<file path="config.mk">
export PLATFORM = sky130hd
export DESIGN_NAME = mem_req_bridge
export DESIGN_NICKNAME = d
export VERILOG_FILES = /design/src/rtl/mem_req_bridge.sv
export SDC_FILE = /design/constraint.sdc
export NUM_CORES = 1
export LEC_CHECK = 0
export ABC_AREA = 1
export CAP_MARGIN = 20
export CORE_AREA = 2 2 179 181
export CTS_CLUSTER_SIZE = 8
export DETAILED_ROUTE_END_ITERATION = 12
export DIE_AREA = 0 0 181 183
export MAX_ROUTING_LAYER = met4
export PLACE_DENSITY = 0.73
export SYNTH_ARGS = -nofsm -noshare
export SYNTH_HDL_FRONTEND = slang
export SYNTH_SLANG_ARGS = --single-unit
export TNS_END_PERCENT = 10
</file>
<file path="constraint.sdc">
create_clock -name clock -period 2.7 [get_ports clock]
set_input_delay 0.54 -clock clock [delete_from_list [all_inputs] [get_ports clock]]
set_output_delay 0.54 -clock clock [all_outputs]
set_load 0.005 [all_outputs]
</file>
<file path="src/rtl/mem_req_bridge.sv">
// Single-outstanding LSU-to-memory-model bridge: aligned, byte-masked access after LATENCY wait states.
// Optional MEM_BRIDGE_PERF_EN adds 32-bit load/store/error response counters.
module mem_req_bridge #(
  parameter int unsigned LATENCY   = 1,
  parameter logic [63:0] IDLE_ADDR = 64'h0000_0000_8000_0000
) (
  input  logic        clock,
  input  logic        reset,
  input  logic        req_valid,
  output logic        req_ready,
  input  logic [63:0] req_addr,
  input  logic        req_wen,
  input  logic [1:0]  req_size,
  input  logic        req_signed,
  input  logic [63:0] req_wdata,
  output logic        resp_valid,
  input  logic        resp_ready,
  output logic [63:0] resp_rdata,
  output logic        resp_err,
  output logic [63:0] mem_raddr,
  input  logic [63:0] mem_rdata,
  output logic [63:0] mem_waddr,
  output logic [63:0] mem_wdata,
  output logic [7:0]  mem_wmask
`ifdef MEM_BRIDGE_PERF_EN
  ,
  output logic [31:0] perf_rd_cnt,
  output logic [31:0] perf_wr_cnt,
  output logic [31:0] perf_err_cnt
`endif
);

  typedef enum logic [1:0] {S_IDLE, S_WAIT, S_ACCESS, S_RESP} state_t;

  localparam logic [3:0] LAT_M1 = 4'(LATENCY - 1);

  state_t      r_state, w_state_nxt;
  logic [63:0] r_addr, r_wdata, r_rdata;
  logic        r_wen, r_signed, r_err;
  logic [1:0]  r_size;
  logic [3:0]  r_cnt;

  logic        w_misaligned, w_access;
  logic [2:0]  w_off;
  logic [7:0]  w_wmask;
  logic [63:0] w_lane, w_load;

  always_comb begin
    w_misaligned = 1'b0;
    case (req_size)
      2'd0: w_misaligned = 1'b0;
      2'd1: w_misaligned = req_addr[0];
      2'd2: w_misaligned = |req_addr[1:0];
      2'd3: w_misaligned = |req_addr[2:0];
    endcase
  end

  always_comb begin
    w_state_nxt = r_state;
    case (r_state)
      S_IDLE: begin
        if (req_valid) begin
          if (w_misaligned)      w_state_nxt = S_RESP;
          else if (LATENCY == 0) w_state_nxt = S_ACCESS;
          else                   w_state_nxt = S_WAIT;
        end
      end
      S_WAIT:   if (r_cnt == 4'd0) w_state_nxt = S_ACCESS;
      S_ACCESS: w_state_nxt = S_RESP;
      S_RESP:   if (resp_ready) w_state_nxt = S_IDLE;
      default:  w_state_nxt = S_IDLE;
    endcase
  end

  assign w_off = r_addr[2:0];

  always_comb begin
    w_wmask = 8'h00;
    case (r_size)
      2'd0: w_wmask = 8'h01 << w_off;
      2'd1: w_wmask = 8'h03 << w_off;
      2'd2: w_wmask = 8'h0F << w_off;
      2'd3: w_wmask = 8'hFF << w_off;
    endcase
  end

  assign w_lane = mem_rdata >> {w_off, 3'b000};

  always_comb begin
    w_load = w_lane;
    case (r_size)
      2'd0: w_load = {{56{r_signed & w_lane[7]}},  w_lane[7:0]};
      2'd1: w_load = {{48{r_signed & w_lane[15]}}, w_lane[15:0]};
      2'd2: w_load = {{32{r_signed & w_lane[31]}}, w_lane[31:0]};
      2'd3: w_load = w_lane;
    endcase
  end

  always_ff @(posedge clock) begin
    if (reset) begin
      r_state  <= S_IDLE;
      r_addr   <= '0;
      r_wdata  <= '0;
      r_wen    <= 1'b0;
      r_size   <= 2'd0;
      r_signed <= 1'b0;
      r_rdata  <= '0;
      r_err    <= 1'b0;
      r_cnt    <= 4'd0;
    end else begin
      r_state <= w_state_nxt;
      case (r_state)
        S_IDLE: begin
          if (req_valid) begin
            r_addr   <= req_addr;
            r_wen    <= req_wen;
            r_size   <= req_size;
            r_signed <= req_signed;
            r_wdata  <= req_wdata;
            r_err    <= w_misaligned;
            r_rdata  <= '0;
            r_cnt    <= LAT_M1;
          end
        end
        S_WAIT:   r_cnt <= r_cnt - 4'd1;
        S_ACCESS: r_rdata <= r_wen ? 64'd0 : w_load;
        default:  ;
      endcase
    end
  end

  // Every output is gated by reset so the memory model never sees a write while reset is high.
  assign w_access   = (r_state == S_ACCESS) && !reset;
  assign req_ready  = (r_state == S_IDLE) && !reset;
  assign resp_valid = (r_state == S_RESP) && !reset;
  assign resp_rdata = reset ? 64'd0 : r_rdata;
  assign resp_err   = reset ? 1'b0 : r_err;
  assign mem_raddr  = w_access ? {r_addr[63:3], 3'b000} : IDLE_ADDR;
  assign mem_waddr  = w_access ? {r_addr[63:3], 3'b000} : IDLE_ADDR;
  assign mem_wdata  = (w_access && r_wen) ? (r_wdata << {w_off, 3'b000}) : 64'd0;
  assign mem_wmask  = (w_access && r_wen) ? w_wmask : 8'h00;

`ifdef MEM_BRIDGE_PERF_EN
  always_ff @(posedge clock) begin
    if (reset) begin
      perf_rd_cnt  <= '0;
      perf_wr_cnt  <= '0;
      perf_err_cnt <= '0;
    end else if (r_state == S_RESP && resp_ready) begin
      if (r_err)      perf_err_cnt <= perf_err_cnt + 32'd1;
      else if (r_wen) perf_wr_cnt  <= perf_wr_cnt + 32'd1;
      else            perf_rd_cnt  <= perf_rd_cnt + 32'd1;
    end
  end
`endif

endmodule

</file>
==> results of run 1 <==
[layer usage]
| metal | track usage (%) | up-vias |
|---|---|---|
| met5 | - | - |
| met4 | 15.5 | 0 |
| met3 | 5.40 | 150 |
| met2 | 50.8 | 662 |
| met1 | 33.8 | 6666 |
| li1 | - | 7086 |
[Yosys cell counts, drive strengths merged, types with 15 or more instances]
cell,n
nand2,566
nor2,311
o21ai,210
dfxtp,203
inv,171
a21oi,127
buf,126
nand3,121
clkbuf,87
o22ai,22
nand3b,17
mux2i,15
[stage by stage]
| step | setup WS, ps | std cells | cell area [µm²] | util [%] |
|---|---|---|---|---|
| after CTS | -229 | 2784 | 17900 | 57.2 |
| after global placement | 38.2 | 2733 | 16800 | 53.7 |
| after global routing | -263 | 2803 | 18000 | 57.5 |
| after floorplan | 492 | 2037 | 12300 | - |
| after detailed placement | -32.7 | 2733 | 16800 | 53.7 |
| final | -156 | 2804 | 18000 | 57.5 |
[flip-flops by register name, summed over array words and instances (netlist names)]
| name | count |
|---|---|
| r_wen | 1 |
| r_rdata | 64 |
| r_cnt | 4 |
| r_err | 1 |
| r_state | 2 |
| r_size | 2 |
| r_addr | 64 |
| r_wdata | 64 |
| r_signed | 1 |
[critical path: stages, from the launching register on]
cell and delay (ps):
sky130_fd_sc_hd__dfxtp_4 400, sky130_fd_sc_hd__buf_16 170, sky130_fd_sc_hd__nor2_4 150, sky130_fd_sc_hd__inv_1 140
sky130_fd_sc_hd__nor2_4 140, sky130_fd_sc_hd__buf_6 130, sky130_fd_sc_hd__clkinvlp_4 140, sky130_fd_sc_hd__buf_4 170
sky130_fd_sc_hd__buf_6 110, sky130_fd_sc_hd__nor2_2 90, sky130_fd_sc_hd__buf_2 120
[final cells by class]
cell class | instances | share of cell area [%]
flip-flops and latches | 203 | 22.7
clock inverters | 1 | 0.111
well taps | 402 | 2.80
repair buffers | 529 | 29.0
diodes | 14 | 0.195
inverters | 173 | 3.67
clock buffers | 34 | 4.20
multi-input cells | 1448 | 37.3
[kinds of logic (layout without fill, tap and decap cells)]
group	count (synthesis)	after routing	synth area share, %
AND/OR/NAND/NOR	1032	1032	33.7
adder cells (fa/ha/maj)	6	6	0.609
other	1	20	0.0304
buffers and inverters	386	737	14.8
XOR/XNOR	1	1	0.0711
AO/OA/AOI/OAI	388	388	16.5
multiplexers	15	15	1.22
flip-flops	203	203	33.0
[repair_timing]
action | CTS | global route
setup buffers | 12 | 6
endpoints found under the setup margin | 172 | 161
hold endpoints to repair | 0 | 0
pin swaps | 9 | 8
gates cloned | 4 | 0
resized for setup | 194 | 95
[power groups by stage]
stage,Combinational [mW],Clock (mW),Sequential [mW]
finish,6.63,3.24,4.11
detailed placement,6.20,0,4.12
global placement,6.14,0,4.09
floorplan,4.13,0,4.00
CTS,6.47,3.30,4.09
global route,7.29,3.42,4.18
[path summary, 6_finish.rpt]
path,startpoint,endpoint,slack (ps),cells past startpoint
worst max register to register,r_addr[0]$_SDFFE_PP0P_,r_rdata[63]$_SDFFE_PP0P_,300,11
worst min register to register,r_addr[62]$_SDFFE_PP0P_,r_addr[62]$_SDFFE_PP0P_,450,2
worst min-delay path,r_addr[62]$_SDFFE_PP0P_,r_addr[62]$_SDFFE_PP0P_,450,2
worst max-delay path,r_addr[0]$_SDFFE_PP0P_,mem_wdata[1],-160,10
[placed cells by master, fill, tap and decap left out, types with 7 or more instances in the layout]
cell type and n:
sky130_fd_sc_hd__buf_6 10, sky130_fd_sc_hd__nor2_1 283, sky130_fd_sc_hd__nand2_1 563, sky130_fd_sc_hd__o22ai_2 8
sky130_fd_sc_hd__inv_1 164, sky130_fd_sc_hd__buf_4 43, sky130_fd_sc_hd__or2_2 9, sky130_fd_sc_hd__nor2_2 22
sky130_fd_sc_hd__dlygate4sd2_1 22, sky130_fd_sc_hd__o22ai_1 14, sky130_fd_sc_hd__nand3b_1 17, sky130_fd_sc_hd__buf_2 23
sky130_fd_sc_hd__o21ai_1 26, sky130_fd_sc_hd__dfxtp_1 198, sky130_fd_sc_hd__a31oi_1 8, sky130_fd_sc_hd__clkbuf_16 29
sky130_fd_sc_hd__a21oi_1 121, sky130_fd_sc_hd__buf_12 10, sky130_fd_sc_hd__nand3_1 120, sky130_fd_sc_hd__clkdlybuf4s50_1 380
sky130_fd_sc_hd__o21ai_0 182, sky130_fd_sc_hd__diode_2 14, sky130_fd_sc_hd__mux2i_1 11, sky130_fd_sc_hd__o31ai_1 7
sky130_fd_sc_hd__clkbuf_2 16, sky130_fd_sc_hd__dlymetal6s2s_1 15
==> metrics.log, run 1 <==
INFO  metric outcome = finished with violations
INFO  metric failed_checks = setup timing
INFO  metric layout_skew = 13.5 ps
INFO  metric num-nets-final = 2,590
INFO  metric globalRouteTotalUtil = 29.9%
INFO  metric synth_edf_count = 0
INFO  metric hp-class = reg2reg
INFO  metric totalPowerFinal = 14.0 mW
INFO  metric timing.final.setup_violations = 10
INFO  metric dp.final_hpwl = 36,800 µm
INFO  metric fin_crit_sh = 106%
INFO  metric share_seq_of_total_power = 29.4%
INFO  metric drt_drc_violations_left = 0
INFO  metric yosys_register_bits = 203
INFO  metric rsz0062_at_grt = yes
INFO  metric drtPass1Iterations = 6
INFO  metric detail_route.vias_per_cell = 5.19
INFO  metric grt-ovfl-total = 0
INFO  metric setup-tns-final = -706 ps
INFO  metric finalHoldViolCount = 0
INFO  metric drt-initial-drc-count = 1,298
INFO  metric comb_pwr_share = 47.4%
INFO  metric grt_pass1_vias = 14,000
INFO  metric chipWidth = 181 µm
INFO  metric cts_root_buffer = sky130_fd_sc_hd__clkbuf_16
INFO  metric route.met3.wl = 3660 µm
INFO  metric vert_die_dim = 183 µm
INFO  metric area_of_the_multi_input_gates = 6710 µm²
INFO  metric detail_route.wirelength = 50,800 µm
INFO  metric path_class = reg2out
INFO  metric fill_cells = 3,068
INFO  metric minimum_hold_slack = 449 ps
INFO  metric worst-slew-pin-transition = 992 ps
INFO  metric number_of_antenna_violations_at_the_first_check_in_global_routing = 13
INFO  metric placementRows = 65
INFO  metric tritoncts = done
INFO  metric core_area = 31,200 µm²
INFO  metric clock_tree.buffer_depth = 3
INFO  metric switching_share_of_power = 41.9%
INFO  metric die-area = 33,100 µm²
INFO  metric path_max_fanout = 12
INFO  metric synth-seq-area-share = 33.0%
INFO  metric start_util = 39.4%
INFO  metric ctsHtreeMaxLevel = 1
INFO  metric setup_ws = -156 ps
INFO  metric ys_async_sr_fraction = 0%
INFO  metric post_synth.cell_area_avg = 6.06 µm²
INFO  metric buffers_added_on_ports = 460
INFO  metric final.min_clock_period = 2860 ps
INFO  metric clk_pin_slew = 60 ps
INFO  metric power_per_cell_area = 778 nW/µm²
INFO  metric grt_first_pass_wirelength = 76,300 µm
INFO  metric setup.worst_path.start_class = flip-flop
INFO  metric routabilityCongestion = 0.970
INFO  metric clk-insertion-delay-late = 550 ps
INFO  metric fmax = 350 MHz
INFO  metric synth_top_area_cell = sky130_fd_sc_hd__dfxtp_1
INFO  metric ff_latch_area = 4070 µm²
INFO  metric pin_count_of_the_biggest_net_entering_global_routing = 125
INFO  metric maxUsedRoutingLayer = met4
INFO  metric max-slew-margin-rel = 33.6%
INFO  metric drt_antenna_net_count = 0
INFO  metric drive_above_1_share = 9.30%
INFO  metric design.portCount = 467
INFO  metric internal_power = 8.13 mW
INFO  metric tritoncts_num_sinks = 203
INFO  metric cts_hold_repair.buffers = 0
INFO  metric vdd.ir_drop.worst = 0.000842 V
INFO  metric vias = 14,600
INFO  metric netlist_instances = 2,032
INFO  metric synth_warnings = 0
INFO  metric worstPathArrival = 2320 ps
INFO  metric cts_made_buffers = 29
INFO  metric p_leak = 7.86 nW
INFO  metric power.switching = 5.86 mW
INFO  metric clock_power_share = 23.2%
INFO  metric report.final.slew_viol_count = 0
INFO  metric wirelength_met1 = 19,600 µm
INFO  metric timing.max_cap.violations = 0
INFO  metric synth_area = 12,300 µm²
INFO  metric postSynth.topFlopCell = sky130_fd_sc_hd__dfxtp_1
INFO  metric synthToLayoutAreaGrowth = 45.9%
INFO  metric synth.top_cell.area_share = 33.0%
INFO  metric cp_data_required_time = 2160 ps
INFO  metric dominant_cells_by_area_after_synthesis = sky130_fd_sc_hd__dfxtp_1 33%, sky130_fd_sc_hd__nand2_1 17%, sky130_fd_sc_hd__nor2_1 9.4%
INFO  metric setup.worst_path.end_class = primary output
INFO  metric synth_cell_type_count = 36
INFO  metric wire_per_inst = 18.1 µm
INFO  metric detailroute.wirelength.met2 = 24,800 µm
(Power assumes the default switching activity.)
==> inputs of run 2 (changes only) <==
--- a/config.mk
+++ b/config.mk
@@ -7,13 +7,15 @@
 export LEC_CHECK = 0
 export ABC_AREA = 1
 export CAP_MARGIN = 20
-export CORE_AREA = 2 2 179 181
+export CORE_AREA = 2 2 182 184
+export CTS_BUF_LIST = sky130_fd_sc_hd__clkbuf_8
 export CTS_CLUSTER_SIZE = 8
 export DETAILED_ROUTE_END_ITERATION = 12
-export DIE_AREA = 0 0 181 183
+export DIE_AREA = 0 0 184 186
+export HOLD_SLACK_MARGIN = 0.12
 export MAX_ROUTING_LAYER = met4
-export PLACE_DENSITY = 0.73
+export PLACE_DENSITY = 0.71
 export SYNTH_ARGS = -nofsm -noshare
 export SYNTH_HDL_FRONTEND = slang
 export SYNTH_SLANG_ARGS = --single-unit
-export TNS_END_PERCENT = 10
+export TNS_END_PERCENT = 5
==> metrics.log, run 2 (synthesis results as in run 1) <==
INFO  metric p_leak = 7.79 nW (-0.92%)
INFO  metric fin_crit_sh = 101% (-4.4 points)
INFO  metric clk-insertion-delay-late = 530 ps (-20 ps)
INFO  metric pin_count_of_the_biggest_net_entering_global_routing = 85 (-32%)
INFO  metric power_per_cell_area = 765 nW/µm² (-1.7%)
INFO  metric mostFrequentLayoutCell = sky130_fd_sc_hd__nand2_1
INFO  metric final_design_area_no_fill = 17,800 µm² (-0.85%)
INFO  metric synthToLayoutAreaGrowth = 44.6%
INFO  metric setup.worst_path.start_class = flip-flop
INFO  metric most-common-layout-cells = 562 x sky130_fd_sc_hd__nand2_1, 383 x sky130_fd_sc_hd__clkdlybuf4s50_1, 296 x sky130_fd_sc_hd__nor2_1
INFO  metric cts_root_buffer = sky130_fd_sc_hd__clkbuf_8
INFO  metric drtPass1Iterations = 5 (-1)
INFO  metric path_class = reg2out
INFO  metric wire_per_inst = 18.4 µm (+1.4%)
INFO  metric worst-slew-pin-transition = 840 ps (-152 ps)
INFO  metric design.portCount = 467 (unchanged)
INFO  metric max-slew-margin-rel = 43.8% (+10 points)
INFO  metric fmax = 365 MHz (+4.3%)
INFO  metric drive_above_1_share = 9.11% (-0.19 points)
INFO  metric core_area = 32,200 µm² (+3.1%)
INFO  metric detail_route.wirelength = 52,200 µm (+2.7%)
INFO  metric grt_first_pass_wirelength = 76,900 µm (+0.87%)
INFO  metric setup.worst_path.end_class = primary output
INFO  metric totalPowerFinal = 13.6 mW (-2.5%)
INFO  metric cp_data_required_time = 2160 ps (about the same)
INFO  metric dp.final_hpwl = 38,200 µm (+3.8%)
INFO  metric cts_hold_repair.buffers = 0 (unchanged)
INFO  metric grt_pass1_vias = 13,800 (-1.5%)
INFO  metric postPlaceCellArea = 16,800 µm² (+0.25%)
INFO  metric hp-class = reg2reg
INFO  metric chipWidth = 184 µm (+1.7%)
INFO  metric rsz0062_at_grt = yes
INFO  metric detail_route.vias_per_cell = 5.12 (-1.4%)
INFO  metric reg2reg_setup_slack = 240 ps (-60 ps)
INFO  metric drt-initial-drc-count = 971 (-25%)
INFO  metric outcome = finished with violations
INFO  metric worstPathArrival = 2200 ps (-120 ps)
INFO  metric setup_ws = -36.5 ps (+119 ps)
INFO  metric top_regs = r_addr x64, r_rdata x64, r_wdata x64
INFO  metric num-nets-final = 2,602 (+0.46%)
INFO  metric tritoncts = done
INFO  metric failed_checks = setup timing
INFO  metric finalHoldViolCount = 0 (unchanged)
INFO  metric tritoncts_num_sinks = 203 (unchanged)
INFO  metric globalRouteTotalUtil = 29.9% (about the same)
INFO  metric grt-ovfl-total = 0 (unchanged)
INFO  metric path_max_fanout = 18 (+6)
INFO  metric timing.max_cap.violations = 0 (unchanged)
INFO  metric buffers_added_on_ports = 460 (unchanged)
INFO  metric timing.final.setup_violations = 3 (-7)
INFO  metric vdd.ir_drop.worst = 0.000467 V (-45%)
INFO  metric drt_drc_violations_left = 0 (unchanged)
INFO  metric die-area = 34,200 µm² (+3.3%)
INFO  metric ctsHtreeMaxLevel = 2 (+1)
INFO  metric cts_made_buffers = 38 (+31%)
INFO  metric drt_antenna_net_count = 0 (unchanged)
INFO  metric start_util = 38.2% (-1.2 points)
INFO  metric routabilityCongestion = 0.981 (+1.2%)
INFO  metric placementRows = 66 (+1.5%)
INFO  metric vert_die_dim = 186 µm (+1.6%)
INFO  metric dp_worst_setup_slack = -120 ps (-87.7 ps)
INFO  metric clk_pin_slew = 60 ps (about the same)
INFO  metric vias = 14,500 (-0.13%)
INFO  metric layout_skew = 34.2 ps (+20.8 ps)
INFO  metric final.min_clock_period = 2740 ps (-119 ps)
INFO  metric number_of_antenna_violations_at_the_first_check_in_global_routing = 16 (+3)
INFO  metric clock_tree.buffer_depth = 3 (unchanged)
INFO  metric fill_cells = 3,168 (+3.3%)
INFO  metric report.final.slew_viol_count = 0 (unchanged)
==> run 2: where the power goes <==
| part | internal [mW] | switching [mW] | total (mW) |
|---|---|---|---|
| clock network | 1.59 | 1.29 | 2.88 |
| logic | 2.45 | 4.20 | 6.65 |
| registers | 3.73 | 0.369 | 4.09 |
| total | 7.77 | 5.86 | 13.6 |
==> run 2: layout make-up <==
cell class / count / area (µm²) / share of cell area [%]
tap: 408 / 510 / 2.87
inverter: 173 / 654 / 3.67
timing repair buffer: 532 / 5210 / 29.2
multi-input combinational: 1448 / 6610 / 37.1
clock inverter: 15 / 91.3 / 0.513
sequential: 203 / 4080 / 22.9
clock buffer: 45 / 619 / 3.48
antenna: 16 / 40.0 / 0.225
==> run 2: critical path, cell delays in order (launching register included) <==
cell	delay, ps
sky130_fd_sc_hd__dfxtp_4	420
sky130_fd_sc_hd__inv_2	100
sky130_fd_sc_hd__buf_12	170
sky130_fd_sc_hd__nand2_1	60
sky130_fd_sc_hd__nand2_1	60
sky130_fd_sc_hd__o21ai_0	320
sky130_fd_sc_hd__nor2_1	80
sky130_fd_sc_hd__clkdlybuf4s50_1	460
==> run 2: final timing paths <==
| check | startpoint | end | cells after the start |
|---|---|---|---|
| max reg2reg | r_addr[1]$_SDFFE_PP0P_ | r_rdata[26]$_SDFFE_PP0P_ | 9 |
| min reg2reg | r_addr[25]$_SDFFE_PP0P_ | r_addr[25]$_SDFFE_PP0P_ | 2 |
| max | r_addr[0]$_SDFFE_PP0P_ | mem_wdata[29] | 7 |
| min | r_addr[25]$_SDFFE_PP0P_ | r_addr[25]$_SDFFE_PP0P_ | 2 |
==> run 2: timing repair <==
action / in CTS / in global routing
resized for setup: 181 / 77
buffers inserted: 7 / 9
cloned: 2 / 1
pin swaps: 2 / 8
setup endpoints to repair: 195 / 115
==> run 2: metal layers <==
layer	wire length [µm]	global-route usage, %	part of all wire, %
met1	20100	33.7	39
met2	25700	51.7	49
met4	2520	13.6	4.8
met3	3840	5.58	7.4
met5	0	-	0
==> run 2: per-stage QoR <==
| step | hold slack [ps] | utilization (%) | TNS (ps) | instances |
|---|---|---|---|---|
| after global routing | 466 | 55.3 | -1260 | 2840 |
| after CTS | 455 | 54.7 | -1310 | 2814 |
| final | 452 | 55.3 | -57.1 | 2840 |
| after detailed placement | 446 | 52.2 | -3000 | 2745 |
| after global placement | 441 | 52.2 | -2660 | 2745 |
| after floorplan | 422 | - | 0 | 2037 |
==> inputs of run 3 (changes only) <==
--- a/config.mk
+++ b/config.mk
@@ -9,12 +9,15 @@
 export CAP_MARGIN = 20
 export CORE_AREA = 2 2 182 184
 export CTS_BUF_LIST = sky130_fd_sc_hd__clkbuf_8
+export CTS_CLUSTER_DIAMETER = 100
 export CTS_CLUSTER_SIZE = 8
 export DETAILED_ROUTE_END_ITERATION = 12
 export DIE_AREA = 0 0 184 186
 export HOLD_SLACK_MARGIN = 0.12
 export MAX_ROUTING_LAYER = met4
 export PLACE_DENSITY = 0.71
+export SKIP_LAST_GASP = 1
+export SLEW_MARGIN = 10
 export SYNTH_ARGS = -nofsm -noshare
 export SYNTH_HDL_FRONTEND = slang
 export SYNTH_SLANG_ARGS = --single-unit
==> metrics.log, run 3 (synthesis results as in run 1) <==
INFO  metric layout_skew = 39.0 ps (+4.77 ps)
INFO  metric cts_root_buffer = sky130_fd_sc_hd__clkbuf_8
INFO  metric drt_antenna_net_count = 0 (unchanged)
INFO  metric outcome = finished with violations
INFO  metric timing.final.setup_violations = 121 (+118)
INFO  metric number_of_antenna_violations_at_the_first_check_in_global_routing = 13 (-3)
INFO  metric worstPathArrival = 2330 ps (+130 ps)
INFO  metric setup-tns-final = -5700 ps (-5650 ps)
INFO  metric cts_made_buffers = 29 (-24%)
INFO  metric vdd.ir_drop.worst = 0.000490 V (+4.9%)
INFO  metric synthToLayoutAreaGrowth = 42.6%
INFO  metric most-common-layout-cells = 562 x sky130_fd_sc_hd__nand2_1, 405 x sky130_fd_sc_hd__clkdlybuf4s50_1, 306 x sky130_fd_sc_hd__nor2_1
INFO  metric fin_crit_sh = 106% (+5.1 points)
INFO  metric design.portCount = 467 (unchanged)
INFO  metric clock_tree.buffer_depth = 3 (unchanged)
INFO  metric mostFrequentLayoutCell = sky130_fd_sc_hd__nand2_1
INFO  metric grt-ovfl-total = 0 (unchanged)
INFO  metric tritoncts_num_sinks = 203 (unchanged)
INFO  metric power_per_cell_area = 730 nW/µm² (-4.6%)
INFO  metric timing.max_cap.violations = 0 (unchanged)
INFO  metric rsz0062_at_grt = yes
INFO  metric setup.worst_path.end_class = primary output
INFO  metric buffers_added_on_ports = 460 (unchanged)
INFO  metric report.final.slew_viol_count = 0 (unchanged)
INFO  metric dp_worst_setup_slack = -120 ps (unchanged)
INFO  metric worstSetupEndpoint = mem_wdata[10]
INFO  metric ff2ff_path_depth = 9 (unchanged)
INFO  metric setup_ws = -173 ps (-137 ps)
INFO  metric detail_route.wirelength = 51,800 µm (-0.63%)
INFO  metric pin_count_of_the_biggest_net_entering_global_routing = 85 (unchanged)
INFO  metric clk_pin_slew = 80 ps (+20 ps)
INFO  metric r2r-end = r_rdata[23]$_SDFFE_PP0P_
INFO  metric drt-initial-drc-count = 1,134 (+17%)
INFO  metric path_class = reg2out
INFO  metric setup.worst_path.start_class = flip-flop
INFO  metric cp_data_required_time = 2160 ps (about the same)
INFO  metric reg2reg_setup_slack = 150 ps (-90 ps)
INFO  metric drt_drc_violations_left = 0 (unchanged)
INFO  metric tritoncts = done
INFO  metric vert_die_dim = 186 µm (unchanged)
INFO  metric routabilityCongestion = 0.981 (unchanged)
INFO  metric drtPass1Iterations = 8 (+3)
INFO  metric postPlaceCellArea = 16,800 µm² (unchanged)
INFO  metric top_regs = r_addr x64, r_rdata x64, r_wdata x64
INFO  metric cp-startpoint = r_addr[0]$_SDFFE_PP0P_
INFO  metric fill_cells = 3,209 (+1.3%)
INFO  metric grt_pass1_vias = 13,700 (-0.47%)
INFO  metric hp-class = reg2reg
INFO  metric chipWidth = 184 µm (unchanged)
INFO  metric vias = 14,400 (-0.97%)
INFO  metric die-area = 34,200 µm² (unchanged)
INFO  metric placementRows = 66 (unchanged)
INFO  metric final_design_area_no_fill = 17,600 µm² (-1.4%)
INFO  metric regToRegStartpoint = r_addr[1]$_SDFFE_PP0P_
INFO  metric num-nets-final = 2,592 (-0.38%)
INFO  metric dp.final_hpwl = 38,200 µm (unchanged)
INFO  metric fmax = 348 MHz (-4.8%)
INFO  metric finalCoreUtilization = 54.5% (-0.79 points)
INFO  metric ctsHtreeMaxLevel = 1 (-1)
INFO  metric p_leak = 7.54 nW (-3.3%)
INFO  metric drive_above_1_share = 6.41% (-2.7 points)
INFO  metric grt_first_pass_wirelength = 77,200 µm (+0.30%)
INFO  metric max-slew-margin-rel = 45.4% (+1.6 points)
INFO  metric path_max_fanout = 17 (-1)
INFO  metric core_area = 32,200 µm² (unchanged)
INFO  metric final.min_clock_period = 2870 ps (+137 ps)
INFO  metric wire_per_inst = 18.5 µm (+0.46%)
INFO  metric globalRouteTotalUtil = 30.0% (+0.066 points)
INFO  metric cts_hold_repair.buffers = 0 (unchanged)
INFO  metric detail_route.vias_per_cell = 5.13 (+0.12%)
INFO  metric totalPowerFinal = 12.8 mW (-6.0%)
INFO  metric failed_checks = setup timing
INFO  metric finalHoldViolCount = 0 (unchanged)
INFO  metric start_util = 38.2% (unchanged)
INFO  metric worst-slew-pin-transition = 816 ps (-23.3 ps)
INFO  metric clk-insertion-delay-late = 600 ps (+70 ps)
[run 3: changes by cell type in the layout (fill, tap and decap cells not counted), sizes merged, moves of 4 or more]
cell	change
clkbuf	-29
clkdlybuf4s50	+22
buf	-16
dlygate4sd2	+16
inv	-11
clkdlybuf4s15	-7
dlymetal6s2s	-4
[run 3: per-stage QoR]
step | hold WS (ps) | std cells
3_5_place_dp | 446 | 2745
4_1_cts | 456 | 2794
6_report | 454 | 2809
3_3_place_gp | 441 | 2745
5_1_grt | 467 | 2808
2_1_floorplan | 422 | 2037
[run 3: timing repair]
item	in CTS	in global routing
gates cloned	4	0
setup buffers	13	1
pin swaps	7	3
setup endpoints to repair	195	195
gates resized for setup	120	16
[run 3: metal layers]
layer | vias up | global-route usage (%) | wire [µm]
met5 | - | - | 0
met4 | 0 | 12.7 | 2050
met3 | 97 | 4.72 | 3750
met2 | 638 | 52.1 | 25800
met1 | 6594 | 34.4 | 20200
li1 | 7075 | - | -
[run 3: area by class of cell]
| cell class | instances | area, µm² | area share (%) |
|---|---|---|---|
| well taps | 408 | 510 | 2.91 |
| clock inverters | 3 | 18.8 | 0.107 |
| repair buffers | 531 | 5310 | 30.3 |
| multi-input cells | 1448 | 6550 | 37.3 |
| diodes | 14 | 35.0 | 0.200 |
| clock buffers | 29 | 399 | 2.27 |
| flip-flops and latches | 203 | 4070 | 23.2 |
| inverters | 173 | 658 | 3.75 |
[run 3: worst max-delay path: stages, from the launching register on]
cell and delay [ps]:
sky130_fd_sc_hd__dfxtp_4 400, sky130_fd_sc_hd__buf_12 170, sky130_fd_sc_hd__nand2_1 60, sky130_fd_sc_hd__o21ai_0 150
sky130_fd_sc_hd__or2_2 360, sky130_fd_sc_hd__nor2_1 110, sky130_fd_sc_hd__clkdlybuf4s50_1 500
[run 3: worst min-delay path by stage]
| stage | from | to | depth (start not counted) | slack, ps |
|---|---|---|---|---|
| finish | r_addr[25]$_SDFFE_PP0P_ | r_addr[25]$_SDFFE_PP0P_ | 2 | 450 |
| global route | r_addr[32]$_SDFFE_PP0P_ | r_addr[32]$_SDFFE_PP0P_ | 2 | 470 |
| CTS | r_cnt[0]$_SDFFE_PP0P_ | r_cnt[0]$_SDFFE_PP0P_ | 1 | 460 |
| detailed placement | r_addr[7]$_SDFFE_PP0P_ | r_addr[7]$_SDFFE_PP0P_ | 2 | 450 |
| global placement | r_cnt[0]$_SDFFE_PP0P_ | r_cnt[0]$_SDFFE_PP0P_ | 1 | 440 |
| floorplan | r_cnt[0]$_SDFFE_PP0P_ | r_cnt[0]$_SDFFE_PP0P_ | 1 | 420 |
[run 3: report_power, final]
group          internal, mW  total [mW]  switching, mW
Combinational          2.45        6.60           4.15
Clock                 0.955        2.13           1.17
Sequential             3.72        4.08          0.366
Total                  7.12        12.8           5.70
